--- config.mk ---
export PLATFORM = sky130hd
export DESIGN_NAME = lcd_message_sequencer
export DESIGN_NICKNAME = d
export VERILOG_FILES = /design/src/rtl/lcd_message_sequencer.sv
export SDC_FILE = /design/constraint.sdc
export NUM_CORES = 1
export LEC_CHECK = 0
export ABC_AREA = 1
export CORE_UTILIZATION = 39
export DETAILED_ROUTE_END_ITERATION = 10
export PLACE_DENSITY_LB_ADDON = 0.05
export SLEW_MARGIN = 20
export SYNTH_ARGS = -nofsm -noshare
export SYNTH_HDL_FRONTEND = slang
export SYNTH_SLANG_ARGS = --single-unit
--- constraint.sdc ---
create_clock -name CLOCK_27 -period 1.8 [get_ports CLOCK_27]
set_input_delay 0.18 -clock CLOCK_27 [delete_from_list [all_inputs] [get_ports CLOCK_27]]
set_output_delay 0.18 -clock CLOCK_27 [all_outputs]
set_load 0.01 [all_outputs]
--- src/rtl/lcd_message_sequencer.sv ---
// lcd_message_sequencer: streams a 32-character, two-line message buffer into the LCD
// driver as clear / line-address / data-word writes, with a per-handshake timeout.
`default_nettype none

module lcd_message_sequencer #(
    parameter logic [7:0]  CLEAR_CMD      = 8'h01,
    parameter logic [7:0]  LINE1_ADDR     = 8'h80,
    parameter logic [7:0]  LINE2_ADDR     = 8'hC0,
    parameter int unsigned TIMEOUT_CYCLES = 2700000
) (
    input  logic        CLOCK_27,
    input  logic        rst,
    input  logic        buf_we_i,
    input  logic [4:0]  buf_addr_i,
    input  logic [7:0]  buf_wdata_i,
    input  logic        start_i,
    output logic        busy_o,
    output logic        done_o,
    output logic        error_o,
    output logic [31:0] lcd_data_o,
    output logic        lcd_select_cd_o,
    output logic        lcd_enable_o,
    input  logic        lcd_available_i
);

    localparam int unsigned CNT_W = $clog2(TIMEOUT_CYCLES + 1);
    localparam logic [CNT_W-1:0] CNT_LAST = CNT_W'(TIMEOUT_CYCLES - 1);
    localparam logic [3:0] LAST_STEP = 4'd10;

    typedef enum logic [2:0] {
        IDLE       = 3'd0,
        ISSUE      = 3'd1,
        WAIT_ACK   = 3'd2,
        WAIT_READY = 3'd3,
        DONE       = 3'd4
    } state_t;

    state_t           state_q;
    logic [3:0]       step_q;
    logic [CNT_W-1:0] cnt_q;
    logic             busy_q;
    logic             done_q;
    logic             error_q;
    logic             enable_q;
    logic             select_q;
    logic [31:0]      data_q;

    logic [7:0]       buf_q [32];

    logic [31:0]      word_d;
    logic             sel_d;
    logic [3:0]       idx_d;
    logic [4:0]       base_d;

    // Buffer is locked while a send is in progress; contents are never reset.
    always_ff @(posedge CLOCK_27) begin
        if (buf_we_i && !busy_q) begin
            buf_q[buf_addr_i] <= buf_wdata_i;
        end
    end

    // Steps 2..5 map to word 0..3, steps 7..10 to word 4..7; each word is 4 chars.
    always_comb begin
        word_d = 32'h0;
        sel_d  = 1'b0;
        idx_d  = (step_q < 4'd6) ? (step_q - 4'd2) : (step_q - 4'd3);
        base_d = {idx_d[2:0], 2'b00};
        case (step_q)
            4'd0:    word_d = {24'h0, CLEAR_CMD};
            4'd1:    word_d = {24'h0, LINE1_ADDR};
            4'd6:    word_d = {24'h0, LINE2_ADDR};
            default: begin
                sel_d  = 1'b1;
                word_d = {buf_q[base_d], buf_q[base_d + 5'd1],
                          buf_q[base_d + 5'd2], buf_q[base_d + 5'd3]};
            end
        endcase
    end

    always_ff @(posedge CLOCK_27 or posedge rst) begin
        if (rst) begin
            state_q  <= IDLE;
            step_q   <= 4'd0;
            cnt_q    <= '0;
            busy_q   <= 1'b0;
            done_q   <= 1'b0;
            error_q  <= 1'b0;
            enable_q <= 1'b0;
            select_q <= 1'b1;
            data_q   <= 32'h0;
        end else begin
            enable_q <= 1'b0;
            done_q   <= 1'b0;
            case (state_q)
                IDLE: begin
                    if (start_i) begin
                        step_q  <= 4'd0;
                        error_q <= 1'b0;
                        busy_q  <= 1'b1;
                        state_q <= ISSUE;
                    end
                end
                ISSUE: begin
                    data_q   <= word_d;
                    select_q <= sel_d;
                    if (lcd_available_i) begin
                        enable_q <= 1'b1;
                        cnt_q    <= '0;
                        state_q  <= WAIT_ACK;
                    end
                end
                WAIT_ACK: begin
                    if (!lcd_available_i) begin
                        cnt_q   <= '0;
                        state_q <= WAIT_READY;
                    end else if (cnt_q == CNT_LAST) begin
                        error_q  <= 1'b1;
                        done_q   <= 1'b1;
                        busy_q   <= 1'b0;
                        select_q <= 1'b1;
                        state_q  <= DONE;
                    end else begin
                        cnt_q <= cnt_q + 1'b1;
                    end
                end
                WAIT_READY: begin
                    if (lcd_available_i) begin
                        if (step_q == LAST_STEP) begin
                            done_q   <= 1'b1;
                            busy_q   <= 1'b0;
                            select_q <= 1'b1;
                            state_q  <= DONE;
                        end else begin
                            step_q  <= step_q + 4'd1;
                            state_q <= ISSUE;
                        end
                    end else if (cnt_q == CNT_LAST) begin
                        error_q  <= 1'b1;
                        done_q   <= 1'b1;
                        busy_q   <= 1'b0;
                        select_q <= 1'b1;
                        state_q  <= DONE;
                    end else begin
                        cnt_q <= cnt_q + 1'b1;
                    end
                end
                DONE: begin
                    state_q <= IDLE;
                end
                default: begin
                    state_q <= IDLE;
                end
            endcase
        end
    end

    assign busy_o          = busy_q;
    assign done_o          = done_q;
    assign error_o         = error_q;
    assign lcd_data_o      = data_q;
    assign lcd_select_cd_o = select_q;
    assign lcd_enable_o    = enable_q;

endmodule

`default_nettype wire
==> parameters.txt, run 1 <==
Parameter                              Value

Outcome
  Status    finished with violations
  Failing checks    setup timing

Power and ir drop
  Maximum vdd ir drop    about 0.0009 V
  Ratio of total power to cell area    1490 nW/um^2
  LEAKAGE    roughly 0.007 uW
  Total Power    ~27000 uW

Clock network
  Max Buffers Root-to-Sink    3
  Number of CTS-inserted buffers    38
  Clock tree from TritonCTS    built
  Clock latency reported for the late side of the worst-skew pair    0.55 ns
  CTS root buf    clkbuf_16
  Total number of clock tree sinks    around 320
  Clock Pin Slew Worst Setup and Hold Paths    0.06 ns
  Max H-tree Level    2

Finish
  Most frequent standard cell in the layout excluding fill and tap cells    nand2_1
  Finished Cell Area    18400 sq um
  Number of nets at the end of the flow    1569
  Fraction of final layout cells with drive strength greater than 1    between 20% and 30%
  Fillcell total    roughly 3100
  Diodes inserted    0
  Area grow syn2layout    33.0%
  Final std cells w/o fill    about 2000
  Leading cell types in the layout, fill and taps excluded    nand2_1 (415), edfxtp_1 (256), nand3_1 (153)

Routing
  Detailed Route WL    between 40000 and 50000 um
  Violation count after the first detailed-route iteration    about 680
  Vias per Instance    5.11
  Router iterations before antenna repair    5
  Via count    between 10000 and 15000
  DRT antenna net count    0
  Wire length per cell    approximately 20 um
  DRC Markers    0

Floorplan
  Placeable core area    ~35000 sq um
  Die ar.    36300 sq um
  I/O Pins    55
  Initial cell density of the core    39.8%
  Die Y    approximately 190 um
  Horiz. Die Dim    between 150 and 200 um
  Placement row count    slightly below 70

Yosys
  Top cell type's share of synthesized area    55.4%
  Top area cells in the synthesized netlist    edfxtp_1 (55%), nand2_1 (12%), dfrtp_1 (12%)
  Sequential share of the synthesized area    about two thirds
  Area leader, netlist    edfxtp_1
  Syn Std Cell Area    approximately 14000 sq um
  Gate Count Post-Synth    between 1000 and 1500
  Syn_nets    1366
  Synth cell types    35
  Flip-flop and latch count after synthesis    322
  Number of warnings printed during yosys synthesis    0
  Post-Synthesis Mean Instance Area    10.3 sq um

Place
  Pre-CTS setup slack    -0.216 ns
  HPWL reported at the end of detailed placement    roughly 23000 um
  Number of input and output port buffers inserted    54
  Post-placement cell count    1921
  Routability congestion estimate    0.868
  Placed cell areas    roughly 16000 sq um

Timing
  Number of failing setup endpoints in the final timing report    3
  Slew at the pin closest to its max-slew limit    about 0.44 ns
  RSZ-0062 raised after global routing    true
  Number of pins exceeding their max-slew limit in the final report    0
  Worst relative slew slack    70.8%
  Fin crit share    102%
  Setup slack after layout    -0.0366 ns
  Hold Vio Cnt, Final    0
  Worst Hold Margin    between 0.1 and 0.15 ns
  Clock period minus final worst setup slack    between 1.5 and 2 ns
  Clk_skew    0.0175 ns
  Upper clock frequency limit    0.544 GHz

Worst setup path
  Kind of critical path    register to register
  CP required    2.24 ns
  Maximum fanout along the worst path    8
  Worst Setup Start Kind    register
  Arrival time at the worst endpoint    2.27 ns
  Worst Setup End Kind    register

GRT
  Global route overflow    0
  Largest net degree at the start of global routing    67
  GR Util All Layers    ~22%
  Initial antenna violation count    0
  Global-route wire length before repair    about 59000 um
  Via count of the first global-routing pass    roughly 10000

Flow run
  Max capacitance violation total    0

Min path
  Worst min path class    primary input to asynchronous set/reset pin
[state kept, by name, summed over array words and instances (netlist names), 3 cells and up]
signal      count
lcd_data_o     32
state_q         3
cnt_q          22
step_q          4
buf_q         256
[synthesized netlist by cell type]
library cell	count
a211oi_1	1
a21oi_1	41
a31oi_1	3
and2_0	1
and3_1	1
buf_1	2
buf_2	23
buf_4	9
buf_6	5
clkbuf_1	15
dfrtp_1	65
dfstp_2	1
edfxtp_1	256
ha_1	6
inv_1	80
inv_2	3
nand2_1	447
nand2_2	2
nand2_4	4
nand3_1	193
nand3_2	2
nand3b_1	2
nand4_1	16
nor2_1	93
nor2_2	2
nor3_1	10
o211ai_1	4
o21ai_0	14
o21ai_1	28
o21ai_2	1
o21bai_1	1
o22ai_1	2
o22ai_2	1
or2_2	3
xor2_1	5
[cell type report]
cell class	instances	area [sq um]	area share (%)
flip-flops and latches	322	9340	50.6
clock buffers	52	1070	5.83
well taps	455	569	3.09
repair buffers	215	2410	13.1
clock inverters	17	183	0.990
inverters	83	323	1.75
multi-input cells	885	4540	24.6
[repair_timing]
item,CTS,global route
resized for setup,46,115
gates cloned,4,14
endpoints found under the setup margin,33,207
hold buffers,0,0
buffers inserted,5,17
pin swaps,27,44
[logic make-up after synthesis]
logic type	count (synthesis)	synth area share, %
fa+ha+maj	6	0.541
flops	322	67.4
simple gates	776	23.7
compound gates	96	3.70
xor+xnor	5	0.316
buf+inv	137	4.43
[worst max-delay path: stages, from the launching register on]
cell and delay (ns):
dfrtp_2 0.45, nand2_4 0.15, nand2_8 0.11, nand2_8 0.10
nand2_8 0.06, buf_12 0.16, buf_12 0.14, clkbuf_16 0.15
nand2_1 0.08, nand3_1 0.09, a21oi_2 0.15, o21ai_1 0.08
[stage by stage]
step / setup TNS [ns] / utilization [%]
3_5_place_dp: -41.13 / 45.7
4_1_cts: -0.691 / 50.3
3_3_place_gp: -39.06 / 45.7
5_1_grt: -1.60 / 53.0
2_1_floorplan: 0 / -
6_report: -0.0658 / 53.0
[path summary, 6_finish.rpt]
path,from,end,slack [ns],cells past startpoint
worst max-delay path,step_q[1]$_DFFE_PP0P_,lcd_data_o[19]$_DFFE_PP0N_,-0.04,11
max in group asynchronous,rst,lcd_select_cd_o$_DFFE_PP1P_,1.33,3
worst min register to register,lcd_data_o[27]$_DFFE_PP0N_,lcd_data_o[27]$_DFFE_PP0N_,0.49,2
min in group CLOCK_27,start_i,error_o$_DFFE_PP0P_,0.38,4
worst min-delay path,rst,cnt_q[17]$_DFFE_PP0P_,0.11,3
worst max register to register,step_q[1]$_DFFE_PP0P_,lcd_data_o[19]$_DFFE_PP0N_,-0.04,11
[report_power, final]
group | internal, uW | switching [uW] | total [uW]
sequential | 8560 | 324 | 8880
combinational | 4760 | 6100 | 10900
clock | 4630 | 3100 | 7720
total | 17900 | 9520 | 27500
[metal layers]
layer / vias to the layer above / wire length [um] / track usage, %
met5: - / 0 / 0
met4: 0 / 628 / 6.00
met3: 47 / 1610 / 3.68
met2: 204 / 19300 / 34.6
met1: 5138 / 18800 / 30.0
li1: 4984 / - / -
No activity file was read; power rests on OpenSTA's default activity.
==> run 2: changes to the inputs <==
--- a/config.mk
+++ b/config.mk
@@ -9,6 +9,7 @@
 export CORE_UTILIZATION = 39
 export DETAILED_ROUTE_END_ITERATION = 10
 export PLACE_DENSITY_LB_ADDON = 0.05
+export SETUP_SLACK_MARGIN = 0.4
 export SLEW_MARGIN = 20
 export SYNTH_ARGS = -nofsm -noshare
 export SYNTH_HDL_FRONTEND = slang
==> parameters.txt, run 2 (synthesized netlist as in run 1, its figures left out) <==
Parameter                              Value

Outcome
  Status    finished with violations (unchanged)
  Failing checks    setup timing (unchanged)

Finish
  Finished Cell Area    20800 sq um (was 18400 sq um)
  Max reg flops    256 (unchanged)
  Util after Layout    59.8% (was 53.0%)
  Area grow syn2layout    50.0% (was 33.0%)
  Most frequent standard cell in the layout excluding fill and tap cells    nand2_1 (unchanged)
  Fraction of final layout cells with drive strength greater than 1    36.0% (was 22.0%)
  Fillcell total    2775 (was 3075)
  Diodes inserted    0 (unchanged)
  Register with the most flip-flops    buf_q (unchanged)
  Leading cell types in the layout, fill and taps excluded    nand2_1 (404), edfxtp_1 (256), nand3_1 (109) (was nand2_1 (415), edfxtp_1 (256), nand3_1 (153))
  Number of nets at the end of the flow    1647 (was 1569)

Worst setup path
  Worst Setup End Kind    register (unchanged)
  Origin of the critical flop-to-flop path    step_q[1]$_DFFE_PP0P_ (unchanged)
  Kind of critical path    register to register (unchanged)
  Cell type of the slowest stage on the worst timing path    dfrtp_2 (unchanged)
  Crit-path leading delay family    buffers and inverters (was simple AND/OR/NAND/NOR gates)
  Worst Setup Start Kind    register (unchanged)
  Largest incremental delay on the critical path    0.45 ns (about the same)
  Arrival time at the worst endpoint    2.26 ns (was 2.27 ns)
  CP required    2.21 ns (was 2.24 ns)
  R2r endpoint    lcd_data_o[5]$_DFFE_PP0N_ (was lcd_data_o[19]$_DFFE_PP0N_)
  R2r setup slk    -0.04 ns (about the same)
  Crit-path cells    inv_4 -> ha_4 -> inv_6 -> o22ai_4 -> buf_12 -> buf_16 -> nand3_1 -> a21oi_2 -> o21ai_1 (was nand2_4 -> nand2_8 -> nand2_8 -> nand2_8 -> buf_12 -> buf_12 -> clkbuf_16 -> nand2_1 -> nand3_1 -> a21oi_2 -> o21ai_1)
  Depth of the most critical reg-to-reg path    9 (was 11)
  Maximum fanout along the worst path    20 (was 8)
  Worst path buffer plus inverter count    4 (was 3)

Floorplan
  Placeable core area    34800 sq um (unchanged)
  Die Y    191 um (unchanged)
  Die ar.    36300 sq um (unchanged)
  I/O Pins    55 (unchanged)
  Initial cell density of the core    39.8% (unchanged)
  Horiz. Die Dim    191 um (unchanged)
  Placement row count    68 (unchanged)

Timing
  Number of pins exceeding their max-slew limit in the final report    0 (unchanged)
  Clk_skew    0.0147 ns (was 0.0175 ns)
  RSZ-0062 raised after global routing    true (unchanged)
  Clock period minus final worst setup slack    1.84 ns (about the same)
  Fin crit share    102% (about the same)
  Worst relative slew slack    67.1% (was 70.8%)
  Setup TNS    -0.407 ns (was -0.0658 ns)
  Number of failing setup endpoints in the final timing report    23 (was 3)
  Slew at the pin closest to its max-slew limit    0.491 ns (was 0.438 ns)
  Worst Hold Margin    0.0752 ns (was 0.109 ns)
  Upper clock frequency limit    0.542 GHz (was 0.544 GHz)
  Setup slack after layout    -0.0446 ns (was -0.0366 ns)
  Hold Vio Cnt, Final    0 (unchanged)

GRT
  Via count of the first global-routing pass    10800 (was 9993)
  Global route overflow    0 (unchanged)
  Global-route wire length before repair    62300 um (was 58800 um)
  Initial antenna violation count    1 (was 0)
  GR Util All Layers    22.9% (was 21.5%)
  Largest net degree at the start of global routing    67 (unchanged)

Place
  HPWL reported at the end of detailed placement    23000 um (was 22900 um)
  Number of input and output port buffers inserted    54 (unchanged)
  Routability congestion estimate    0.856 (was 0.868)
  Placed cell areas    16500 sq um (was 15900 sq um)

Clock network
  Clock Pin Slew Worst Setup and Hold Paths    0.06 ns (about the same)
  Max Buffers Root-to-Sink    3 (unchanged)
  Total number of clock tree sinks    322 (unchanged)
  Number of CTS-inserted buffers    36 (was 38)
  Clock latency reported for the late side of the worst-skew pair    0.54 ns (was 0.55 ns)
  CTS root buf    clkbuf_16 (unchanged)
  Clock tree from TritonCTS    built (unchanged)
  Max H-tree Level    2 (unchanged)
  Hold-fix buffers at CTS    0 (unchanged)

Routing
  Router iterations before antenna repair    5 (unchanged)
  Via count    11000 (was 10400)
  Violation count after the first detailed-route iteration    706 (was 676)
  DRT antenna net count    0 (unchanged)
  Wire length per cell    20.5 um (was 19.9 um)
  DRC Markers    0 (unchanged)
  Vias per Instance    5.21 (was 5.11)
  Detailed Route WL    43100 um (was 40300 um)

Power and ir drop
  Ratio of total power to cell area    1480 nW/um^2 (was 1490 nW/um^2)
  Maximum vdd ir drop    0.00109 V (was 0.000877 V)
  LEAKAGE    0.00806 uW (was 0.00717 uW)

Flow run
  Max capacitance violation total    0 (unchanged)

Min path
  Worst min path class    primary input to asynchronous set/reset pin (unchanged)
-- run 2: changes by cell type in the layout (fill, tap and decap cells not counted), moves of 10 or more --
cell,delta
a21oi_1,-13
a21oi_2,+13
buf_12,+33
buf_16,+12
buf_6,+30
clkdlybuf4s15_1,+24
clkdlybuf4s50_1,-36
inv_1,-13
nand2_1,-11
nand3_1,-44
nand3_2,+42
nor2_1,-56
nor2_4,+48
o21ai_0,-10
-- run 2: power breakdown --
| part | switching [uW] | internal (uW) |
|---|---|---|
| clock network | 3030 | 4510 |
| registers | 393 | 8560 |
| logic | 7490 | 6740 |
-- run 2: worst max path at each step --
stage / endpoint / startpoint / depth (start not counted)
after CTS: lcd_data_o[13]$_DFFE_PP0N_ / step_q[1]$_DFFE_PP0P_ / 11
final: lcd_data_o[5]$_DFFE_PP0N_ / step_q[1]$_DFFE_PP0P_ / 9
after global placement: buf_q[20][4]$_DFFE_PP_ / buf_addr_i[3] / 6
after detailed placement: lcd_data_o[26]$_DFFE_PP0N_ / step_q[1]$_DFFE_PP0P_ / 10
after global routing: lcd_data_o[6]$_DFFE_PP0N_ / step_q[2]$_DFFE_PP0P_ / 11
after floorplan: lcd_data_o[22]$_DFFE_PP0N_ / step_q[0]$_DFFE_PP0P_ / 10
-- run 2: final cells by class --
type | count | area, sq um | share of cell area (%)
repair buffers | 294 | 3820 | 18.4
clock buffers | 51 | 1050 | 5.04
multi-input cells | 885 | 5470 | 26.3
flip-flops and latches | 322 | 9350 | 45.0
inverters | 83 | 358 | 1.72
repair inverters | 1 | 11.3 | 0.0542
clock inverters | 15 | 163 | 0.782
well taps | 455 | 569 | 2.74
-- run 2: worst reg2reg max path, stage by stage (launching register included) --
cell     delay (ns)
dfrtp_2        0.45
inv_4          0.07
ha_4           0.28
inv_6          0.04
o22ai_4        0.12
buf_12         0.20
buf_16         0.19
nand3_1        0.15
a21oi_2        0.15
o21ai_1        0.07
-- run 2: timing repair --
action                                  4_1_cts  5_1_grt
buffers inserted                             48       32
cloned                                       18       11
pin swaps                                    77       89
endpoints found under the setup margin      358      332
resized for setup                           243      219
-- run 2: layer usage --
layer  global-route usage (%)  up-vias  wire (um)  share of wire (%)
met5                        0        -          0                  0
met4                     6.83        0       1120                2.6
met3                     3.26       76       1630                3.8
met2                     40.2      251      22100                 51
met1                     29.3     5486      18300                 42
li1                         -     5161          -                  -
-- run 2: stage by stage --
stage,worst slack [ns],instances,power [uW]
2_1_floorplan,0.132,1342,14200
5_1_grt,-0.115,2106,32000
4_1_cts,-0.000733,2063,28800
3_5_place_dp,-0.0907,1931,17800
3_3_place_gp,-0.0823,1931,17800
6_report,-0.0446,2106,30700
